===== src/rtl/ldb_pkg.sv =====
`default_nettype none
// ============================================================================
// ldb_pkg : shared types, constants and helpers for the LDB burst splitter
// Revision: 1.0
// ============================================================================
package ldb_pkg;

  typedef enum logic [2:0] {
    S_IDLE = 3'd0,
    S_CALC = 3'd1,
    S_REQ  = 3'd2,
    S_WAIT = 3'd3,
    S_DONE = 3'd4
  } split_state_t;

  localparam int unsigned AXI_4K_BYTES = 4096;

  function automatic logic [12:0] min3(input logic [12:0] a,
                                       input logic [12:0] b,
                                       input logic [12:0] c);
    logic [12:0] m;
    m = (a < b) ? a : b;
    return (m < c) ? m : c;
  endfunction

endpackage
`default_nettype wire


===== src/rtl/ldb_burst_len_calc.sv =====
`default_nettype none
// ============================================================================
// ldb_burst_len_calc : beats for the next burst, limited by remaining beats,
// MAX_BURST and the distance to the next 4KB boundary.
// Revision: 1.0
// ============================================================================
module ldb_burst_len_calc
  import ldb_pkg::*;
#(
  parameter int ADDR_LSB  = 4,
  parameter int REM_W     = 32,
  parameter int MAX_BURST = 16
) (
  input  logic [11:0]      addr_lo,
  input  logic [REM_W-1:0] remaining,
  output logic [8:0]       len
);

  logic [12:0] to_4k;
  logic [12:0] rem_clip;

  always_comb begin
    // Beat-aligned address keeps this term >= 1; 13 bits holds the full 4096.
    to_4k    = (13'(AXI_4K_BYTES) - {1'b0, addr_lo}) >> ADDR_LSB;
    rem_clip = (remaining > REM_W'(MAX_BURST)) ? 13'(MAX_BURST) : 13'(remaining);
    len      = 9'(min3(rem_clip, 13'(MAX_BURST), to_4k));
  end

endmodule
`default_nettype wire


===== src/rtl/ldb_burst_splitter.sv =====
`default_nettype none
// ============================================================================
// ldb_burst_splitter : splits one load command into AXI INCR bursts for the
// read master and reports one aggregated completion.
// Revision: 1.0
// ============================================================================
module ldb_burst_splitter
  import ldb_pkg::*;
#(
  parameter int AXI_ADDR_W   = 64,
  parameter int AXI_DATA_W   = 128,
  parameter int MAX_BURST    = 16,
  parameter int LEN_W        = 32,
  parameter bit ABORT_ON_ERR = 1'b1
) (
  input  logic                  clk,
  input  logic                  rst_n,
  input  logic                  cmd_valid,
  output logic                  cmd_ready,
  input  logic [AXI_ADDR_W-1:0] cmd_addr,
  input  logic [LEN_W-1:0]      cmd_bytes,
  output logic                  cmd_done,
  output logic                  cmd_err,
  output logic                  req_valid,
  input  logic                  req_ready,
  output logic [AXI_ADDR_W-1:0] req_addr,
  output logic [8:0]            req_len,
  input  logic                  req_done,
  input  logic                  req_err,
  output logic                  busy,
  output logic [15:0]           burst_cnt
);

  localparam int DATA_BYTES = AXI_DATA_W / 8;
  localparam int ADDR_LSB   = $clog2(DATA_BYTES);

  split_state_t          state, state_nxt;
  logic [AXI_ADDR_W-1:0] addr;
  logic [LEN_W-1:0]      remaining;
  logic                  err_sticky;
  logic [8:0]            calc_len;
  logic                  cmd_illegal;

  assign cmd_illegal = (cmd_bytes == '0) ||
                       (cmd_addr[ADDR_LSB-1:0] != '0) ||
                       (cmd_bytes[ADDR_LSB-1:0] != '0);

  ldb_burst_len_calc #(
    .ADDR_LSB  (ADDR_LSB),
    .REM_W     (LEN_W),
    .MAX_BURST (MAX_BURST)
  ) u_len_calc (
    .addr_lo   (addr[11:0]),
    .remaining (remaining),
    .len       (calc_len)
  );

  always_ff @(posedge clk or negedge rst_n) begin
    if (!rst_n) begin
      state <= S_IDLE;
    end else begin
      state <= state_nxt;
    end
  end

  always_comb begin
    state_nxt = state;
    case (state)
      S_IDLE: if (cmd_valid) state_nxt = cmd_illegal ? S_DONE : S_CALC;
      S_CALC: state_nxt = S_REQ;
      S_REQ:  if (req_ready) state_nxt = S_WAIT;
      S_WAIT: begin
        if (req_done) begin
          if (req_err && ABORT_ON_ERR) state_nxt = S_DONE;
          else if (remaining == '0)    state_nxt = S_DONE;
          else                         state_nxt = S_CALC;
        end
      end
      S_DONE: state_nxt = S_IDLE;
      default: state_nxt = S_IDLE;
    endcase
  end

  always_ff @(posedge clk or negedge rst_n) begin
    if (!rst_n) begin
      addr       <= '0;
      remaining  <= '0;
      err_sticky <= 1'b0;
      req_addr   <= '0;
      req_len    <= '0;
      burst_cnt  <= '0;
    end else begin
      case (state)
        S_IDLE: begin
          if (cmd_valid) begin
            addr       <= cmd_addr;
            remaining  <= cmd_bytes >> ADDR_LSB;
            err_sticky <= cmd_illegal;
            burst_cnt  <= '0;
          end
        end
        S_CALC: begin
          req_addr <= addr;
          req_len  <= calc_len;
        end
        S_REQ: begin
          if (req_ready) begin
            addr      <= addr + (AXI_ADDR_W'(req_len) << ADDR_LSB);
            remaining <= remaining - LEN_W'(req_len);
          end
        end
        S_WAIT: begin
          if (req_done) begin
            burst_cnt <= burst_cnt + 16'd1;
            if (req_err) err_sticky <= 1'b1;
          end
        end
        default: ;
      endcase
    end
  end

  assign cmd_ready = (state == S_IDLE) && rst_n;
  assign req_valid = (state == S_REQ);
  assign busy      = (state != S_IDLE);
  assign cmd_done  = (state == S_DONE);
  assign cmd_err   = (state == S_DONE) && err_sticky;

`ifndef SYNTHESIS
  // A completion the splitter is not waiting for is dropped; flag it.
  assert property (@(posedge clk) disable iff (!rst_n) req_done |-> state == S_WAIT);
`endif

endmodule
`default_nettype wire


===== config.mk =====
export PLATFORM = sky130hd
export DESIGN_NAME = ldb_burst_splitter
export DESIGN_NICKNAME = d
export VERILOG_FILES = /design/src/rtl/ldb_pkg.sv /design/src/rtl/ldb_burst_len_calc.sv /design/src/rtl/ldb_burst_splitter.sv
export SDC_FILE = /design/constraint.sdc
export NUM_CORES = 1
export LEC_CHECK = 0
export ABC_AREA = 1
export CAP_MARGIN = 20
export CORE_ASPECT_RATIO = 1.5
export CORE_MARGIN = 2
export CORE_UTILIZATION = 40
export DETAILED_ROUTE_END_ITERATION = 10
export GPL_TIMING_DRIVEN = 1
export PLACE_DENSITY = 0.62
export SYNTH_ARGS = -nofsm -noshare
export SYNTH_HDL_FRONTEND = slang
export SYNTH_SLANG_ARGS = --single-unit
export TNS_END_PERCENT = 10

===== constraint.sdc =====
create_clock -name clk -period 3.3 [get_ports clk]
set_clock_uncertainty 0.05 [all_clocks]
set_input_delay 0.495 -clock clk [delete_from_list [all_inputs] [get_ports clk]]
set_output_delay 0.495 -clock clk [all_outputs]
set_load 0.05 [all_outputs]

; ---- Yosys cells after proc, flatten, opt, wreduce, memory -nomap -nowiden
; Index checks and enable logic that the tools add are counted.
; W data, S select, Z words.
[totals]
output_inout_bits = 94
latchBits = 0
mem_count = 0
word_cells = 61
mem_bits_ro = 0
register_bits = 189
ramBits = 0
[classes]
n_mul = 0
shift = 0
n_div = 0
eq_ne = 8
n_lt_le_gt_ge = 3
n_mux = 23
bitwise = 0
add_sub_neg = 4
reduce_logical = 16
[op_table]
columns = op, n
row1 = $mux W64, 2
row2 = $pmux W64 S2, 1
row3 = $add A64 B13 Y64, 1
row4 = $logic_not A32 Y1, 2
row5 = $mux W32, 2
row6 = $pmux W32 S2, 1
row7 = $gt A32 B5 Y1 const B, 1
row8 = $mux W16, 2
row9 = $pmux W16 S2, 1
row10 = $sub A32 B9 Y32, 1
row11 = $mux W13, 2
row12 = $mux W3, 6
row13 = $add A16 B1 Y16 const B, 1
row14 = $lt A13 B5 Y1 const B, 1
row15 = $lt A13 B9 Y1, 1
row16 = $sub A13 B12 Y13 const A, 1
row17 = $pmux W3 S4, 1
row18 = $mux W9, 1
row19 = $reduce_and A3 Y1, 3
row20 = $reduce_bool A4 Y1, 2
row21 = $eq A3 B2 Y1 const B, 2
row22 = $ne A2 B2 Y1 const B, 3
row23 = $reduce_and A4 Y1, 1
row24 = $reduce_bool A2 Y1, 2
row25 = other kinds (9), 13

; ---- Depth between registers and ports, before layout
[logic_depth]
depth_word = 6
depth_mapped = 19
depth_no_buf = 19

; ---- By module
; Synthesis repeated with hierarchy kept, for this count alone.
[hier_totals]
cells_unflattened = 2036
area_unflattened_um2 = 13116.3
[modules_own_cells]
columns = mod, cells_each, area_each_um2, n_inst
row1 = ldb_burst_splitter, 1908, 12415.7, 1
row2 = ldb_burst_len_calc, 128, 700.7, 1

; ---- Worst setup path before layout
; No wires, ideal clock.
[synth_path]
kind = register to output
start = register state[2]
end = output cmd_err
path_stages_with_launch = 4
path_buffers = 0
required_time_ns = 2.755
arrival_ns = 2.166
path_slack_ns = 0.589
path_cell_list = dfrtp_1 inv_1 nor3_1 and2_1
[synth_via]
elab_chain_len = 2
[synth_lines]
columns = element, line
row1 = start: declaration, ldb_burst_splitter.sv:37  ; split_state_t state, state_nxt;
row2 = start signal: assignment, ldb_burst_splitter.sv:62  ; state <= state_nxt;
row3 = $eq A3 B3 Y1, -
row4 = via cmd_done, ldb_burst_splitter.sv:22  ; output logic cmd_done,
row5 = $logic_and A1 B1 Y1, ldb_burst_splitter.sv:127  ; assign cmd_err = (state == S_DONE) && err_sticky;
row6 = end: declaration, ldb_burst_splitter.sv:23  ; output logic cmd_err,
; The timed path passes the listed nets, and every way through them passes these cells.

; ---- Worst setup path in the final report
[layout_path]
start = register req_len[0]
end = register addr[36]
[layout_via]
elab_chain_len = 3
[layout_lines]
columns = element, line
row1 = start: declaration, ldb_burst_splitter.sv:27  ; output logic [8:0] req_len,
row2 = start signal: assignment, ldb_burst_splitter.sv:104  ; req_len <= calc_len;
row3 = $add A64 B13 Y64, ldb_burst_splitter.sv:108  ; addr <= addr + (AXI_ADDR_W'(req_len) << ADDR_LSB);
row4 = $mux W64, ldb_burst_splitter.sv:107  ; if (req_ready) begin
row5 = $pmux W64 S2, ldb_burst_splitter.sv:93  ; case (state)
row6 = end signal: assignment, ldb_burst_splitter.sv:96  ; addr <= cmd_addr;
row7 = end signal: assignment, ldb_burst_splitter.sv:108
row8 = end: declaration, ldb_burst_splitter.sv:38  ; logic [AXI_ADDR_W-1:0] addr;
; Every way passes these cells. The select of a mux whose other input is x is not followed.
; A chain may end at the register's enable or synchronous reset.

==> impl_metrics.py <==
metrics = {
    "die": {
        "num_io_pins": 196,
        "dieArea_um2": 31900,
        "fp.dieW_um": 146,
        "row_count": 78,
        "coreArea_um2": 30200,
        "initial_core_util_pct": 40.4,
        "die_h_um": 218,
    },
    "clocking": {
        "cts_tree": "done",
        "clock_latency_ps": 470,
        "cts_max_path_buffers": 2,
        "ctsHtreeMaxLevel": 4,
        "cts.sinks": 189,
        "postCtsSetupRepairBufs": 0,
        "cts_buffers": 17,
        "clk_pin_slew_ps": 80,
        "cts_root_buffer": "clkbuf_16",
    },
    "sta": {
        "min_period_ps": 2980,
        "final-hold-violation-count": 0,
        "period_share_pct": 90.4,
        "fin_tns_setup_ps": 0,
        "slew_headroom_pct": 31.8,
        "max_freq_mhz": 335,
        "finalMaxSlewViolations": 0,
        "rsz0062_at_grt": "no",
        "tightest_slew_ps": 1020,
        "fin_ws_ps": 318,
        "setup_viol": 0,
    },
    "worst_setup_path": {
        "end_kind": "flip-flop",
        "r2r_end": "addr[36]",
        "r2r_setup_slack_ps": 320,
        "ff2ff_path_depth": 15,
        "critical_path_class": "flip-flop to flip-flop",
        "path_max_fanout": 5,
        "required_ps": 3580,
        "regToRegStartpoint": "req_len[0]",
        "cp-start-kind": "flip-flop",
        "arrival_ps": 3260,
    },
    "synth": {
        "netlist_instances": 1767,
        "synth_area_um2": 12200,
        "synth-seq-cells": 189,
        "seq_area_frac_synth_pct": 38.8,
        "postSynth.asyncResetShare_pct": 100,
        "synth-edff-count": 0,
        "synthFlopType": "dfrtp_1",
        "syn_avg_cell_area_um2": 6.89,
        "synth_warnings": 0,
        "synth_cell_types": 50,
    },
    "route": {
        "wirelength_um": 45200,
        "vias": 12500,
        "drt_iter0_markers": 705,
        "first_pass_iters": 5,
        "antenna_left": 0,
        "wl_per_cell_um": 19.2,
        "drcViolationCount": 0,
        "via_per_inst": 5.29,
    },
    "finish": {
        "nets": 2079,
        "ff_latch_area_um2": 4730,
        "drive_gt1_share_pct": 5.46,
        "syn2layout_area_growth_pct": 24.4,
        "multi_input_area_um2": 6430,
        "fill_cells": 3101,
        "num_antenna_cells": 0,
    },
    "place": {
        "place.gp.congestion": 1.00,
        "hpwlAfterDp_um": 35400,
        "dp_slack_ps": 299,
        "buffer_ports.inserted": 195,
    },
    "global_routing": {
        "grt_max_degree": 129,
        "grt_overflow": 0,
        "grt_pass1_vias": 12600,
        "grt_pass1_wl_um": 70500,
        "gr-usage-all-layers_pct": 29.0,
        "antenna_found_initial": 0,
    },
    "min_path": {
        "hold_path_class": "input port to async pin",
    },
    "run_status": {
        "status": "finished, final reports clean",
    },
    "power": {
        "p_leak_uw": 0.00696,
        "power_density_nw_per_um2": 902,
        "max-vdd-ir-drop_mv": 0.396,
        "power_uw": 13700,
    },
    "job": {
        "cap_violations": 0,
    },
}
-- cells by family (layout without fill, tap and decap cells) --
family / count (synthesis) / count (layout) / share of synthesized area [%]
compound gates: 285 / 285 / 12.8
xor+xnor: 21 / 21 / 1.51
fa+ha+maj: 29 / 29 / 3.10
buf+inv: 267 / 458 / 8.57
flops: 189 / 189 / 38.8
other cells: 1 / 4 / 0.0308
simple gates: 975 / 975 / 35.1
-- worst max-delay path, stage by stage, from the launching register on --
cell and delay (ps):
dfrtp_1 420, ha_1 320, inv_1 90, fa_1 410, inv_1 120, nand3_1 70, nand2_1 180, nand2_1 70
nand3_1 210, nand2_1 80, nand2_1 360, nand2_1 100, nand2_1 80, nand3_1 60, o211ai_1 100, o21ai_0 100
-- how the worst max path moves through the flow --
stage | endpoint | cells after the start | from | slack (ps)
finish | addr[36] | 15 | req_len[0] | 320
global route | addr[36] | 15 | req_len[0] | 70
CTS | addr[50] | 15 | req_len[0] | 270
detailed placement | addr[50] | 15 | req_len[0] | 300
global placement | addr[18] | 14 | req_len[0] | 340
floorplan | cmd_err | 3 | state[2] | 590
-- layer usage --
| layer | track usage [%] | share of wire (%) | vias to the layer above |
|---|---|---|---|
| met5 | 0 | 0 | - |
| met2 | 54.0 | 53 | 360 |
| met3 | 3.66 | 3.8 | 96 |
| li1 | - | - | 6133 |
| met4 | 15.2 | 5.2 | 0 |
| met1 | 32.0 | 38 | 5906 |
-- cells in the mapped netlist, types with 6 or more instances --
master      n  share of area, %
xor2_1     14               1.0
nor3_2      6              0.49
o211ai_1   27               1.7
nor2_1    156               4.8
nand3b_1   11              0.68
nand4_1    36               1.8
nand2_2     8              0.41
xnor2_1     7              0.50
buf_2      18              0.74
nand2_1   523                16
dfrtp_1   189                39
clkbuf_1   32              0.99
inv_2       6              0.18
inv_1     205               6.3
o22ai_1    16              0.82
a21oi_1    36               1.5
o21ai_0   164               6.7
o21ai_1    24              0.99
nor3_1     31               1.3
nor4_1     12              0.62
ha_1       27               2.8
nand3_1   151               6.2
or2_2      17              0.87
-- what timing repair did --
action / 4_1_cts / 5_1_grt
hold buffers: 1 / 0
setup endpoints to repair: 0 / 1
endpoints found under the hold margin: 4 / 0
resized for setup: 0 / 1
-- report_power, final --
| part | internal [uW] | switching [uW] |
|---|---|---|
| sequential | 3240 | 1050 |
| combinational | 2360 | 5000 |
| clock | 988 | 1040 |
-- flip-flops by register name, indices dropped and copies added (netlist names) --
signal      cells
req_len         9
remaining      32
state           3
burst_cnt      16
err_sticky      1
req_addr       64
addr           64
-- final cells by class --
cell class,instances,share of cell area [%]
Multi-Input combinational cell,1314,42.4
Tap cell,400,3.30
Clock buffer,17,2.81
Clock inverter,15,0.834
Timing Repair Buffer,215,14.2
Inverter,211,5.23
Sequential cell,189,31.2
-- cell usage in the layout, fill, tap and decap left out, types with 4 or more instances in the layout --
master / instances
nor2_2: 5
o21ai_0: 164
ha_1: 27
inv_6: 5
nand3_1: 151
dfrtp_1: 189
a21oi_1: 36
nand3b_1: 11
nor3_2: 5
o211ai_1: 27
nor2_1: 155
nand4_1: 36
clkbuf_16: 17
inv_2: 5
or2_2: 17
clkinvlp_4: 4
nand2_2: 8
nor3b_1: 4
nor3_1: 31
xor2_1: 14
nor4_1: 12
a211oi_1: 4
xnor2_1: 7
buf_4: 16
inv_1: 205
nand2_1: 522
o21ai_1: 24
conb_1: 4
clkdlybuf4s50_1: 194
o22ai_1: 16
-- per-stage QoR --
| stage | hold WS (ps) | cell area (um2) | instances | util (%) |
|---|---|---|---|---|
| 2_1_floorplan | 149 | 12200 | 1770 | - |
| 3_3_place_gp | 291 | 14600 | 2328 | 48.4 |
| 3_5_place_dp | 290 | 14600 | 2328 | 48.4 |
| 4_1_cts | 348 | 15200 | 2361 | 50.2 |
| 5_1_grt | 359 | 15200 | 2361 | 50.2 |
| 6_report | 364 | 15200 | 2361 | 50.2 |
Power figures use the tool's default switching activity.
